File: src/rtl/ula_pkg.sv
// Shared definitions for the ULA arbiter: op codes, FSM states and field widths.
package ula_pkg;

  localparam int OP_W   = 4;
  localparam int DATA_W = 32;

  localparam logic [OP_W-1:0] OP_ADD = 4'b0000;
  localparam logic [OP_W-1:0] OP_SUB = 4'b0001;
  localparam logic [OP_W-1:0] OP_AND = 4'b0010;
  localparam logic [OP_W-1:0] OP_OR  = 4'b0011;
  localparam logic [OP_W-1:0] OP_XOR = 4'b0100;
  localparam logic [OP_W-1:0] OP_SLL = 4'b0101;
  localparam logic [OP_W-1:0] OP_SRL = 4'b0110;
  localparam logic [OP_W-1:0] OP_MUL = 4'b0111;
  localparam logic [OP_W-1:0] OP_EQ  = 4'b1000;
  localparam logic [OP_W-1:0] OP_MAX = OP_EQ;

  typedef enum logic [1:0] {
    IDLE = 2'd0,
    EXEC = 2'd1,
    RESP = 2'd2
  } state_e;

endpackage

File: src/rtl/ula_arbiter_rr.sv
// Combinational round-robin picker: searches upward from ptr+1 with wrap-around.
module rr_arbiter
  import ula_pkg::*;
#(
  parameter int NUM_REQ = 4,
  parameter int ID_W    = $clog2(NUM_REQ)
) (
  input  logic [NUM_REQ-1:0] req_i,
  input  logic [ID_W-1:0]    ptr_i,
  output logic [NUM_REQ-1:0] grant_o,
  output logic [ID_W-1:0]    id_o
);

  logic found;
  int   idx;

  // The last granted requester has the lowest priority on the next search.
  always_comb begin
    grant_o = '0;
    id_o    = '0;
    found   = 1'b0;
    idx     = 0;
    for (int k = 1; k <= NUM_REQ; k++) begin
      idx = int'(ptr_i) + k;
      if (idx >= NUM_REQ) idx = idx - NUM_REQ;
      if (!found && req_i[idx]) begin
        grant_o[idx] = 1'b1;
        id_o         = ID_W'(idx);
        found        = 1'b1;
      end
    end
  end

endmodule

File: src/rtl/ula_arbiter.sv
// Shares one ULA between NUM_REQ requesters with round-robin grant and a tagged response.
// Define ULA_ARB_MULWAIT_EN to give multiply a second EXEC cycle.
module ula_arbiter
  import ula_pkg::*;
#(
  parameter int NUM_REQ = 4,
  parameter int ID_W    = $clog2(NUM_REQ)
) (
  input  logic                      clk,
  input  logic                      rst,
  input  logic [NUM_REQ-1:0]        req_valid,
  input  logic [OP_W*NUM_REQ-1:0]   req_op,
  input  logic [DATA_W*NUM_REQ-1:0] req_a,
  input  logic [DATA_W*NUM_REQ-1:0] req_b,
  output logic [NUM_REQ-1:0]        req_ready,
  output logic [OP_W-1:0]           alu_control,
  output logic [DATA_W-1:0]         alu_a,
  output logic [DATA_W-1:0]         alu_b,
  input  logic [DATA_W-1:0]         alu_result,
  input  logic                      alu_zero,
  output logic                      rsp_valid,
  input  logic                      rsp_ready,
  output logic [ID_W-1:0]           rsp_id,
  output logic [DATA_W-1:0]         rsp_result,
  output logic                      rsp_zero,
  output logic                      rsp_err,
  output logic                      busy
);

  state_e              state_q, state_d;
  logic [ID_W-1:0]     ptr_q, ptr_d;
  logic [ID_W-1:0]     reqId_q, reqId_d;
  logic [OP_W-1:0]     op_q, op_d;
  logic [DATA_W-1:0]   a_q, a_d;
  logic [DATA_W-1:0]   b_q, b_d;
  logic                rspValid_q, rspValid_d;
  logic [ID_W-1:0]     rspId_q, rspId_d;
  logic [DATA_W-1:0]   rspResult_q, rspResult_d;
  logic                rspZero_q, rspZero_d;
  logic                rspErr_q, rspErr_d;
  logic                captureNow;
`ifdef ULA_ARB_MULWAIT_EN
  logic                wait_q, wait_d;
`endif

  logic [NUM_REQ-1:0]  grant;
  logic [ID_W-1:0]     winId;

  rr_arbiter #(
    .NUM_REQ (NUM_REQ),
    .ID_W    (ID_W)
  ) u_rr (
    .req_i   (req_valid),
    .ptr_i   (ptr_q),
    .grant_o (grant),
    .id_o    (winId)
  );

  always_ff @(posedge clk) begin
    if (rst) begin
      state_q     <= IDLE;
      ptr_q       <= ID_W'(NUM_REQ - 1);
      reqId_q     <= '0;
      op_q        <= '0;
      a_q         <= '0;
      b_q         <= '0;
      rspValid_q  <= 1'b0;
      rspId_q     <= '0;
      rspResult_q <= '0;
      rspZero_q   <= 1'b0;
      rspErr_q    <= 1'b0;
`ifdef ULA_ARB_MULWAIT_EN
      wait_q      <= 1'b0;
`endif
    end else begin
      state_q     <= state_d;
      ptr_q       <= ptr_d;
      reqId_q     <= reqId_d;
      op_q        <= op_d;
      a_q         <= a_d;
      b_q         <= b_d;
      rspValid_q  <= rspValid_d;
      rspId_q     <= rspId_d;
      rspResult_q <= rspResult_d;
      rspZero_q   <= rspZero_d;
      rspErr_q    <= rspErr_d;
`ifdef ULA_ARB_MULWAIT_EN
      wait_q      <= wait_d;
`endif
    end
  end

  always_comb begin
    state_d     = state_q;
    ptr_d       = ptr_q;
    reqId_d     = reqId_q;
    op_d        = op_q;
    a_d         = a_q;
    b_d         = b_q;
    rspValid_d  = rspValid_q;
    rspId_d     = rspId_q;
    rspResult_d = rspResult_q;
    rspZero_d   = rspZero_q;
    rspErr_d    = rspErr_q;
    captureNow  = 1'b0;
`ifdef ULA_ARB_MULWAIT_EN
    wait_d      = wait_q;
`endif
    req_ready   = '0;

    case (state_q)
      IDLE: begin
        req_ready = grant;
        if (|grant) begin
          op_d    = req_op[winId*OP_W +: OP_W];
          a_d     = req_a[winId*DATA_W +: DATA_W];
          b_d     = req_b[winId*DATA_W +: DATA_W];
          reqId_d = winId;
          ptr_d   = winId;
          state_d = EXEC;
        end
      end
      EXEC: begin
`ifdef ULA_ARB_MULWAIT_EN
        // Multiply is a 2-cycle path through the ULA, so hold operands one extra cycle.
        if (op_q == OP_MUL && !wait_q) begin
          wait_d = 1'b1;
        end else begin
          wait_d     = 1'b0;
          captureNow = 1'b1;
        end
`else
        captureNow = 1'b1;
`endif
        if (captureNow) begin
          rspResult_d = alu_result;
          rspZero_d   = alu_zero;
          rspErr_d    = (op_q > OP_MAX);
          rspId_d     = reqId_q;
          rspValid_d  = 1'b1;
          state_d     = RESP;
        end
      end
      RESP: begin
        if (rspValid_q && rsp_ready) begin
          rspValid_d = 1'b0;
          state_d    = IDLE;
        end
      end
      default: state_d = IDLE;
    endcase
  end

  assign alu_control = (state_q == IDLE) ? '0 : op_q;
  assign alu_a       = (state_q == IDLE) ? '0 : a_q;
  assign alu_b       = (state_q == IDLE) ? '0 : b_q;
  assign rsp_valid   = rspValid_q;
  assign rsp_id      = rspId_q;
  assign rsp_result  = rspResult_q;
  assign rsp_zero    = rspZero_q;
  assign rsp_err     = rspErr_q;
  assign busy        = (state_q != IDLE);

endmodule

File: config.mk
export PLATFORM = sky130hd
export DESIGN_NAME = ula_arbiter
export DESIGN_NICKNAME = d
export VERILOG_FILES = /design/src/rtl/ula_pkg.sv /design/src/rtl/ula_arbiter_rr.sv /design/src/rtl/ula_arbiter.sv
export SDC_FILE = /design/constraint.sdc
export NUM_CORES = 1
export LEC_CHECK = 0
export CORE_AREA = 3 3 162 164
export DETAILED_ROUTE_END_ITERATION = 6
export DIE_AREA = 0 0 165 167
export HOLD_SLACK_MARGIN = 0.15
export MAX_ROUTING_LAYER = met4
export PLACE_DENSITY = 0.75
export SYNTH_ARGS = -nofsm -noshare
export SYNTH_HDL_FRONTEND = slang
export SYNTH_SLANG_ARGS = --single-unit
File: constraint.sdc
create_clock -name clk -period 5.4 [get_ports clk]
set_clock_uncertainty 0.15 [all_clocks]
set_input_delay 1.08 -clock clk [delete_from_list [all_inputs] [get_ports clk]]
set_output_delay 1.08 -clock clk [all_outputs]
set_load 0.01 [all_outputs]
==> results of run 1 <==
## flip-flops by register name, summed over array words and instances, names as in the netlist
register	cells
a_q	32
b_q	32
op_q	4
ptr_q	2
reqId_q	2
rsp_err	1
rsp_id	2
rsp_result	32
rsp_valid	1
rsp_zero	1
state_q	2
## final cells by class
type | count | area [µm²]
Fill cell | 2330 | 12900
Multi-Input combinational cell | 541 | 4840
Timing Repair Buffer | 438 | 4360
Sequential cell | 111 | 2220
Tap cell | 330 | 413
Clock buffer | 10 | 239
Clock inverter | 6 | 61.3
Inverter | 10 | 43.8
Antenna cell | 1 | 2.50
## cell families (layout without fill, tap and decap cells)
kind of cell    after synthesis  count (layout)  synth area share (%)
compound gates              209             209                  23.4
fa+ha+maj                     8               8                  1.34
buf+inv                     106             464                  5.87
flops                       111             111                  29.7
mux                          73              73                  21.6
other cells                   0               1                     0
simple gates                251             251                  18.1
## metal layers
metal  global-route usage [%]  vias to the layer above  routed length, µm
met2                     33.8                      328              13900
met1                     21.9                     3646              10500
li1                         -                     3650                  -
met3                     4.80                       34               2230
met4                     5.03                        0                529
met5                        -                        -                  0
## metrics by stage
step | util (%) | area, µm² | hold WS [ns] | cells | setup WS, ns
floorplan | - | 7480 | 0.279 | 758 | 1.54
global placement | 47.4 | 11900 | 0.289 | 1430 | 0.506
detailed placement | 47.4 | 11900 | 0.296 | 1430 | 0.476
CTS | 48.6 | 12200 | 0.304 | 1446 | 0.457
global route | 48.7 | 12200 | 0.325 | 1447 | 0.298
finish | 48.7 | 12200 | 0.301 | 1447 | 0.447
## power by group through the flow
stage	Combinational (W)	Clock [W]	Sequential (W)
3_5_place_dp	0.00380	0	0.00122
3_3_place_gp	0.00378	0	0.00121
4_1_cts	0.00381	0.000707	0.00121
6_report	0.00374	0.000679	0.00121
5_1_grt	0.00407	0.000732	0.00124
2_1_floorplan	0.00255	0	0.00121
## cell usage in the layout, fill, tap and decap left out, drive strengths merged, types with 3 or more instances in the layout
| cell | n |
|---|---|
| ha | 8 |
| inv | 12 |
| o2111ai | 3 |
| clkbuf | 10 |
| buf | 18 |
| clkdlybuf4s50 | 420 |
| nor2 | 7 |
| nand2 | 83 |
| o21ai | 4 |
| nor3 | 3 |
| a31o | 68 |
| and2 | 71 |
| dfxtp | 111 |
| nor2b | 3 |
| nor3b | 3 |
| a41o | 68 |
| clkinv | 3 |
| a21oi | 44 |
| o211ai | 3 |
| and3 | 70 |
| mux4 | 71 |
## worst paths after layout
kind                                              start                     end  cells after the start  slack (ns)
worst max register to register    ptr_q[1]$_SDFFE_PP1P_    b_q[11]$_SDFFE_PP0P_                      9        1.30
worst max-delay path                       req_valid[1]            req_ready[1]                      7        0.45
worst min register to register  reqId_q[1]$_SDFFE_PP0P_  rsp_id[1]$_SDFFE_PP0P_                      2        0.30
worst min-delay path            reqId_q[1]$_SDFFE_PP0P_  rsp_id[1]$_SDFFE_PP0P_                      2        0.30
## worst max-delay path, cell delays in order
cell             delay [ns]
clkdlybuf4s50_1        0.58
mux4_2                 0.64
or3b_1                 0.41
a21oi_2                0.25
a221oi_1               0.10
nor2_1                 0.12
clkdlybuf4s50_1        0.55
==> impl_metrics.tcl, run 1 <==
set metrics [dict create \
    synth_cell_types 50 \
    switchingPower_w 0.00241 \
    path_max_fanout 12 \
    die-area_um2 27600 \
    p_seq_share_pct 21.4 \
    ioPinCount 422 \
    powerDensity_nw_per_um2 462 \
    grt_overflow 0 \
    yosys.area.top_type "dfxtp_1" \
    status "finished, final reports clean" \
    grt_pass1_wl_um 40500 \
    row_count 58 \
    dr.pass1.iters 6 \
    clk_pin_slew_ns 0.08 \
    cp.arrival_ns 3.72 \
    end_kind "primary output" \
    syn_nets 1078 \
    synth_seq_area_share_pct 29.7 \
    slew_headroom_pct 43.7 \
    worstMarginPinSlew_ns 0.845 \
    root_buffer "clkbuf_16" \
    synth.cell_area_um2 7480 \
    ir_drop_mv 0.628 \
    critPathRequiredTime_ns 4.17 \
    p_clk_share_pct 12.1 \
    routed-via-count 7658 \
    switching_share_pct 42.8 \
    period_share_pct 91.7 \
    place.gp.congestion 0.805 \
    syn_area_per_cell_um2 9.87 \
    core_um2 25000 \
    port_buffers 421 \
    max-cap-violations 0 \
    intPower_w 0.00322 \
    path_class "input port to primary output" \
    wl_per_cell_um 18.8 \
    slew_violations 0 \
    cts_hold_buf 0 \
    cts_buffers 9 \
    track_usage_pct 19.3 \
    dp_hpwl_um 20600 \
    grt_pass1_vias 7326 \
    finalPower_w 0.00563 \
    synth_top_area_share_pct 29.7 \
    hold_path_class "register to register" \
    clock-sinks 111 \
    ctsLongestPathBuffers 2 \
    synth-seq-cells 111 \
    cts-resized-gates 0 \
    die_h_um 167 \
    synth_commonest_cells "dfxtp_1, nand2_1, and2_1, mux4_2, and3_1" \
    first_iter_violations 427 \
    synth_async_sr_flop_share_pct 0 \
    grt_setup_unrepaired "no" \
    finalSetupTns_ns 0 \
    cts_tree "yes" \
    postRouteAntennaNets 0 \
    vias_per_cell 5.29 \
    max_freq_ghz 0.202 \
    synth.most_common_cell "dfxtp_1" \
    synth_flop_cell "dfxtp_1" \
    setup-violations-final 0 \
    period_minus_slack_ns 4.95 \
    combPwrFrac_pct 66.5 \
    power_leakage_nw 5.11 \
    routed_wl_um 27200 \
    hold_viol 0 \
    die_w_um 165 \
    synth.area.top_cells "dfxtp_1, mux4_2, a41o_1" \
    synth-edff-count 0 \
    antenna_found_initial 1 \
    grt_max_degree 132 \
    h-tree-depth 3 \
    remaining_drc_errors 0 \
    yosys_warnings 0 \
    start_kind "input port" \
    post_cts.repair.setup_buffers 0 \
    clk_latency_ns 0.35 \
    synthCells 758 \
    area_growth_pct 62.9 \
    initial_core_util_pct 29.9 \
    final_layout_size_suffix_gt1_share_pct 10.4 \
    finalNetCount 1431 \
]
No activity file was read; power rests on OpenSTA's default activity.
==> run 2, diff against run 1 <==
--- a/config.mk
+++ b/config.mk
@@ -11,6 +11,7 @@
 export HOLD_SLACK_MARGIN = 0.15
 export MAX_ROUTING_LAYER = met4
 export PLACE_DENSITY = 0.75
+export SLEW_MARGIN = 20
 export SYNTH_ARGS = -nofsm -noshare
 export SYNTH_HDL_FRONTEND = slang
 export SYNTH_SLANG_ARGS = --single-unit
==> results of run 2 <==
Final layout, timing and power as in run 1 (identical DEF).
